==> src/rtl/bcd_display_driver_if.sv <==
// Handshake bundle between a value producer and bcd_display_driver:
// conversion request (value/load) and result (busy/bcd/bcd_valid).
interface bcd_display_driver_if #(
  parameter int N      = 5,
  parameter int DIGITS = 2
);
  logic [N-1:0]        value;
  logic                load;
  logic                busy;
  logic [4*DIGITS-1:0] bcd;
  logic                bcd_valid;

  modport master (
    output value, load,
    input  busy, bcd, bcd_valid
  );

  modport slave (
    input  value, load,
    output busy, bcd, bcd_valid
  );
endinterface

==> src/rtl/bcd_display_driver.sv <==
// Sequential double-dabble binary-to-BCD converter driving a multiplexed 7-segment display.
// Optional macro LEADING_ZERO_BLANK_EN blanks leading zero digits (digit 0 always shown).
module bcd_display_driver #(
  parameter int N        = 5,
  parameter int DIGITS   = 2,
  parameter int SCAN_DIV = 4
) (
  input  logic                  clk,
  input  logic                  rst,
  bcd_display_driver_if.slave   bus,
  output logic [6:0]            seg,
  output logic [DIGITS-1:0]     an
);

  localparam int CW = (N > 1) ? $clog2(N) : 1;
  localparam int SW = (SCAN_DIV > 1) ? $clog2(SCAN_DIV) : 1;
  localparam int IW = (DIGITS > 1) ? $clog2(DIGITS) : 1;
  localparam int BW = 4 * DIGITS;

  typedef enum logic [1:0] {IDLE, SHIFT, LATCH} state_t;

  state_t          state, state_nxt;
  logic [N-1:0]    shreg;
  logic [BW-1:0]   scratch, adj, bcd_q;
  logic [CW-1:0]   cnt;
  logic            valid_q;

  logic [SW-1:0]   scnt;
  logic [IW-1:0]   idx;
  logic [3:0]      cur_nib;
  logic            blank;
  logic [DIGITS-1:0] an_nxt;

  function automatic logic [6:0] decode(input logic [3:0] d);
    case (d)
      4'd0:    decode = 7'h3F;
      4'd1:    decode = 7'h06;
      4'd2:    decode = 7'h5B;
      4'd3:    decode = 7'h4F;
      4'd4:    decode = 7'h66;
      4'd5:    decode = 7'h6D;
      4'd6:    decode = 7'h7D;
      4'd7:    decode = 7'h07;
      4'd8:    decode = 7'h7F;
      4'd9:    decode = 7'h6F;
      default: decode = 7'h00;
    endcase
  endfunction

  always_ff @(posedge clk) begin
    if (rst) state <= IDLE;
    else     state <= state_nxt;
  end

  always_comb begin
    state_nxt = state;
    case (state)
      IDLE:    if (bus.load) state_nxt = SHIFT;
      SHIFT:   if (cnt == CW'(N - 1)) state_nxt = LATCH;
      LATCH:   state_nxt = IDLE;
      default: state_nxt = IDLE;
    endcase
  end

  always_comb begin
    adj = '0;
    for (int unsigned d = 0; d < DIGITS; d++) begin
      if (scratch[4*d +: 4] >= 4'd5) adj[4*d +: 4] = scratch[4*d +: 4] + 4'd3;
      else                           adj[4*d +: 4] = scratch[4*d +: 4];
    end
  end

  // Digits beyond DIGITS fall off the top of scratch, leaving value mod 10^DIGITS.
  always_ff @(posedge clk) begin
    if (rst) begin
      shreg   <= '0;
      scratch <= '0;
      cnt     <= '0;
      bcd_q   <= '0;
      valid_q <= 1'b0;
    end else begin
      valid_q <= 1'b0;
      case (state)
        IDLE: if (bus.load) begin
          shreg   <= bus.value;
          scratch <= '0;
          cnt     <= '0;
        end
        SHIFT: begin
          {scratch, shreg} <= {adj, shreg} << 1;
          cnt              <= cnt + 1'b1;
        end
        LATCH: begin
          bcd_q   <= scratch;
          valid_q <= 1'b1;
        end
        default: ;
      endcase
    end
  end

  assign bus.busy      = (state != IDLE);
  assign bus.bcd       = bcd_q;
  assign bus.bcd_valid = valid_q;

  // Blanking looks at the current digit and all digits above it in the latched result.
  always_comb begin
    cur_nib = '0;
    an_nxt  = '0;
    blank   = (idx != '0);
    for (int unsigned d = 0; d < DIGITS; d++) begin
      if (IW'(d) == idx) begin
        cur_nib   = bcd_q[4*d +: 4];
        an_nxt[d] = 1'b1;
      end
      if (IW'(d) >= idx && bcd_q[4*d +: 4] != 4'd0) blank = 1'b0;
    end
  end

  always_ff @(posedge clk) begin
    if (rst) begin
      scnt <= '0;
      idx  <= '0;
      an   <= '0;
      seg  <= '0;
    end else begin
      if (scnt == SW'(SCAN_DIV - 1)) begin
        scnt <= '0;
        idx  <= (idx == IW'(DIGITS - 1)) ? '0 : idx + 1'b1;
      end else begin
        scnt <= scnt + 1'b1;
      end
      an <= an_nxt;
`ifdef LEADING_ZERO_BLANK_EN
      seg <= blank ? 7'h00 : decode(cur_nib);
`else
      seg <= decode(cur_nib);
`endif
    end
  end

endmodule

==> src/flat_wrapper.sv <==
// flat-port wrapper written by rule: the top's interface ports become plain ports
module bcd_display_driver_flat 
#(
  parameter int N        = 5,
  parameter int DIGITS   = 2,
  parameter int SCAN_DIV = 4
)
  (clk, rst, seg, an, bus_value, bus_load, bus_busy, bus_bcd, bus_bcd_valid);
  bcd_display_driver_if #(.N(N), .DIGITS(DIGITS)) bus_i ();
  input  logic clk;
  input  logic rst;
  output logic [6:0] seg;
  output logic [DIGITS-1:0] an;
  input wire logic [$bits(bus_i.value)-1:0] bus_value;
  input wire logic [$bits(bus_i.load)-1:0] bus_load;
  output wire logic [$bits(bus_i.busy)-1:0] bus_busy;
  output wire logic [$bits(bus_i.bcd)-1:0] bus_bcd;
  output wire logic [$bits(bus_i.bcd_valid)-1:0] bus_bcd_valid;
  assign bus_i.value = bus_value;
  assign bus_i.load = bus_load;
  assign bus_busy = bus_i.busy;
  assign bus_bcd = bus_i.bcd;
  assign bus_bcd_valid = bus_i.bcd_valid;
  bcd_display_driver #(.N(N), .DIGITS(DIGITS), .SCAN_DIV(SCAN_DIV)) u_core (.clk(clk), .rst(rst), .bus(bus_i), .seg(seg), .an(an));
endmodule
==> config.mk <==
export PLATFORM = sky130hd
export DESIGN_NAME = bcd_display_driver_flat
export DESIGN_NICKNAME = d
export VERILOG_FILES = /design/src/rtl/bcd_display_driver_if.sv /design/src/rtl/bcd_display_driver.sv /design/src/flat_wrapper.sv
export SDC_FILE = /design/constraint.sdc
export NUM_CORES = 1
export LEC_CHECK = 0
export BUFFER_PORTS_ARGS = -buffer_cell sky130_fd_sc_hd__buf_2
export CAP_MARGIN = 20
export CORE_ASPECT_RATIO = 0.8
export CORE_UTILIZATION = 50
export DETAILED_ROUTE_END_ITERATION = 12
export GPL_TIMING_DRIVEN = 0
export MAX_ROUTING_LAYER = met4
export PLACE_DENSITY = 0.72
export RECOVER_POWER = 100
export SYNTH_ARGS = -nofsm -noshare
export SYNTH_HDL_FRONTEND = slang
export SYNTH_SLANG_ARGS = --single-unit
export TNS_END_PERCENT = 10
==> constraint.sdc <==
create_clock -name clk -period 1.9 [get_ports clk]
set_input_delay 0.19 -clock clk [delete_from_list [all_inputs] [get_ports clk]]
set_output_delay 0.19 -clock clk [all_outputs]
set_load 0.03 [all_outputs]
After elaboration in Yosys (flattened, before gate mapping)
Memory sizes are Yosys's and may differ from the RTL's. A register that Yosys moved wholly into a read port is not among the register bits.
Cells that the tools add are included.
{ "totals": {"mem_count": 1, "wordCells": 45, "regBits": 32, "rom_bits": 112, "inputBits": 8} }
{ "mem_list": {"columns": ["name", "depth", "word_bits", "read_ports", "rd_ports_with_merged_regs", "write_ports", "line", "text"], "rows": [
  ["(name not given)", 16, 7, 1, 1, 0, "bcd_display_driver.sv:35", "case (d)"]
]} }
{ "classes": {"muxes": 16, "order_cmp": 2, "n_reduce_logical": 6, "addsub": 5, "n_eq_ne": 6} }
{ "ops": {"columns": ["operator", "count"], "rows": [
  ["8-bit case mux with 2 select lines", 1],
  ["5-bit case mux with 2 select lines", 1],
  ["4-bit by 3-bit >= comparator with 1-bit output, second input constant", 2],
  ["4-bit two-way mux", 2],
  ["8-bit two-way mux", 1],
  ["3-bit two-way mux", 2],
  ["3-bit case mux with 2 select lines", 1],
  ["5-bit two-way mux", 1],
  ["4-bit by 2-bit adder with 4-bit output, second input constant", 1],
  ["2-bit equality test, second input constant", 2],
  ["1-bit two-way mux", 4],
  ["2-bit two-way mux", 2],
  ["2-bit case mux with 2 select lines", 1],
  ["2-bit AND reduction", 2],
  ["2-bit nonzero test", 2],
  ["3-bit by 1-bit adder with 3-bit output, second input constant", 1],
  ["3-bit by 2-bit adder with 3-bit output, second input constant", 1],
  ["3-bit equality test, second input constant", 1],
  ["2-bit by 1-bit adder with 2-bit output, second input constant", 1],
  ["2-bit by 1-bit equality test with 1-bit output, second input constant", 1],
  ["2-bit logical NOT", 1],
  ["2-bit by 1-bit != test with 1-bit output, second input constant", 1],
  ["2-bit != test, second input constant", 1],
  ["2-bit OR reduction", 1],
  ["1-bit adder, second input constant", 1]
]} }

Longest topological paths before layout
{ "depth": {"word_depth": 3, "depth_mapped": 7, "mapped_depth_nobuf": 6} }

Least setup slack after synthesis
OpenSTA, ideal clock, no wires.
{ "synth_timing": {"path_type": "register to register", "from": "register u_core.idx", "to": "register u_core.seg[5]", "t_required_ns": 1.826, "synth_period_minus_slack_ns": 1.568, "path_stages_with_launch": 7, "path_slack_ns": 0.332, "path_buffers": 1, "arrival_ns": 1.493, "setup_time_ns": 0.074, "path_cell_list": "dfxtp_1 buf_6 mux2i_1 inv_1 ha_1 or3_1 o21ai_0"} }
{ "synth_between": {"elab_chain_cells": 1} }
{ "synth_rtl": {"columns": ["item", "line", "text"], "rows": [
  ["from (decl)", "bcd_display_driver.sv:29", "logic [IW-1:0] idx;"],
  ["from (signal assigned)", "bcd_display_driver.sv:129", "idx <= (idx == IW'(DIGITS - 1)) ? '0 : idx + 1'b1;"],
  ["4-bit two-way mux", "bcd_display_driver.sv:112", "if (IW'(d) == idx) begin"],
  ["to (decl)", "bcd_display_driver.sv:11", "output logic [6:0] seg,"]
]} }
No other way between the ends.
A chain may end at the register's enable or synchronous reset.

Worst setup path after layout
Ends and elaborated chain as after synthesis.

==> metrics.cfg <==
[logic_synthesis]
yosysUniqueCellTypes = 33
synth_ff_type = dfxtp_1
synth_area_mm2 = 0.00174
syn_inst = 189
synth_edf_count = 0
ys_seq_area_frac = 0.449
synthArstFlopShare = 0
syn_area_per_cell_um2 = 9.20
ys.warnings.count = 0
synth_nets = 210
synth_seq_cells = 39

[sta]
min_period_over_period = 0.899
hold_viol = 0
slew_headroom = 0.645
setup_violations = 0
clock.fmax_mhz = 585
fin_worst_skew_ns = 0.00795
drv_slew = 0
tightest_slew_ns = 0.518
rsz0062_at_grt = false
post-route-min-period_ns = 1.71
fin_setup_tns_ns = 0

[pwr]
finalPower_mw = 1.71
power.density_mw_per_mm2 = 851
vdd_drop_max_uv = 523
power.leakage_nw = 0.809

[routing]
vias = 1397
drt_iter0_drc = 49
via_per_inst = 5.33
drcViolationCount = 0
wl_per_cell_um = 13.3
routed_wl_mm = 3.49
ant_nets = 0
firstDrtPassIters = 4

[die]
fp.dieH_um = 54.8
rows = 18
core-area_mm2 = 0.00320
die_w_um = 67.9
dieArea_mm2 = 0.00372
io_pins = 27
initial_utilization = 0.544

[final_layout]
fillerInstances = 296
drive_gt1_frac = 0.108
final_core_util = 0.629
design_area_mm2 = 0.00201
area_growth_pct = 15.7
nets = 242
fin_cells = 262
antenna_cells = 0
multi_input_area_um2 = 892
final-seq-area_um2 = 781

[grt]
grt_pass1_vias = 1347
grt_pass1_wl_mm = 5.96
grtUsageTotal = 0.230
globalRouteOverflowTotal = 0
antenna_found_initial = 0
grt_max_degree = 13

[cts]
path_clk_slew_ns = 0.07
ctsResizeCount = 0
hold_buffers = 0
clockRootBuffer = clkbuf_8
h-tree-depth = 2
cts_made_buffers = 5
cts_setup_buffers = 0
clock-sinks = 39
clk_latency_ns = 0.30
clockBufferDepth = 2
cts_tree = done

[setup_path]
worstPathRequired_ns = 2.12
worst-setup-path-type = reg2reg
cp-start-kind = flip-flop
slowest_stage = or3_1
critPathMaxFanout = 7
path_cells = buf_6 > mux2i_4 > inv_1 > ha_1 > or3_1 > o21ai_0
crit_family = simple AND/OR/NAND/NOR gates
path_buf_inv = 2
worstPathArrival_ns = 1.93
max_stage_delay_ns = 0.38
cp-end-kind = flip-flop

[hold_path]
hold_path_class = in2reg

[placed_design]
gp_congestion = 0.775
place_hpwl_mm = 2.57
dpl_cell_area_mm2 = 0.00191
port_buffers = 25
dp.cells = 254

[status]
status = finished, final reports clean

[job]
cap_violations = 0

## sequential cells by signal (all words and copies together) (netlist names)
signal,count
u_core.state,2
u_core.shreg,5
u_core.cnt,3
u_core.idx,1
u_core.scratch,8
u_core.seg,7
u_core.bus.bcd_valid,1
u_core.an,2
u_core.scnt,2
u_core.bus.bcd,8
## cell usage in the layout, fill, tap and decap left out, types with 2 or more instances in the layout
cell type | synthesis | routed
nand2_1 | 29 | 29
o22ai_1 | 2 | 2
o21bai_1 | 2 | 2
ha_1 | 13 | 13
buf_2 | 2 | 7
a22oi_1 | 3 | 3
o21ai_0 | 13 | 13
a22o_1 | 5 | 5
xnor2_1 | 4 | 4
mux2i_4 | 2 | 2
mux2_2 | 2 | 2
nor2_1 | 13 | 13
o31ai_1 | 3 | 3
clkbuf_1 | 5 | 24
mux2i_1 | 3 | 2
inv_1 | 8 | 8
a32o_1 | 2 | 2
a21oi_1 | 15 | 15
nand2b_1 | 8 | 8
clkbuf_8 | 0 | 6
dfxtp_1 | 39 | 39
nor2b_1 | 4 | 4
## where the power goes
part	switching (mW)	total (mW)	internal, mW
Sequential	0.0113	0.856	0.844
Combinational	0.0860	0.134	0.0481
Clock	0.298	0.723	0.425
## Yosys cell counts (3+ instances only)
library cell  instances  share of area
dfxtp_1              39           0.45
nand2_1              29          0.063
a21oi_1              15          0.043
ha_1                 13          0.094
nor2_1               13          0.028
o21ai_0              13          0.037
inv_1                 8          0.017
nand2b_1              8          0.029
a22o_1                5          0.025
clkbuf_1              5          0.011
nor2b_1               4          0.014
xnor2_1               4          0.020
a22oi_1               3          0.013
mux2i_1               3          0.017
o31ai_1               3          0.013
## logic make-up (layout without fill, tap and decap cells)
kind of cell / count (synthesis) / count (layout) / synth area share
adders and majority gates: 13 / 13 / 0.0935
AOI/OAI and AO/OA: 47 / 47 / 0.168
buffers and inverters: 16 / 49 / 0.0403
muxes: 7 / 7 / 0.0561
and+or+nand+nor: 62 / 62 / 0.168
xor gates and xnor gates: 5 / 5 / 0.0252
DFF: 39 / 39 / 0.449
## layer usage
metal,GRT usage,share of wire,vias up
met2,0.338,0.44,22
met5,-,0,-
met4,0.118,0.017,0
met3,0.0583,0.034,8
met1,0.292,0.50,658
li1,-,-,709
## stage by stage
stage / worst slack [ns] / hold WS (ns)
2_1_floorplan: 0.332 / 0.392
3_3_place_gp: 0.162 / 0.413
3_5_place_dp: 0.0515 / 0.420
4_1_cts: 0.0348 / 0.178
5_1_grt: 0.0696 / 0.317
6_report: 0.191 / 0.275
## cell type report
cell class,count,area share
multi-input combinational,134,0.443
sequential,39,0.388
timing repair buffer,25,0.0510
clock buffer,6,0.0410
tap,40,0.0249
buffer,8,0.0193
clock inverter,2,0.0174
inverter,8,0.0149
## final timing paths
check,depth (start not counted),slack (ns),from,endpoint
setup / recovery,6,0.19,u_core.idx,u_core.seg[5]
hold / removal,2,0.28,rst,u_core.an[1]
setup reg to reg,6,0.19,u_core.idx,u_core.seg[5]
hold reg to reg,1,0.43,u_core.scnt[0],u_core.scnt[0]
No activity file was read; power rests on OpenSTA's default activity.
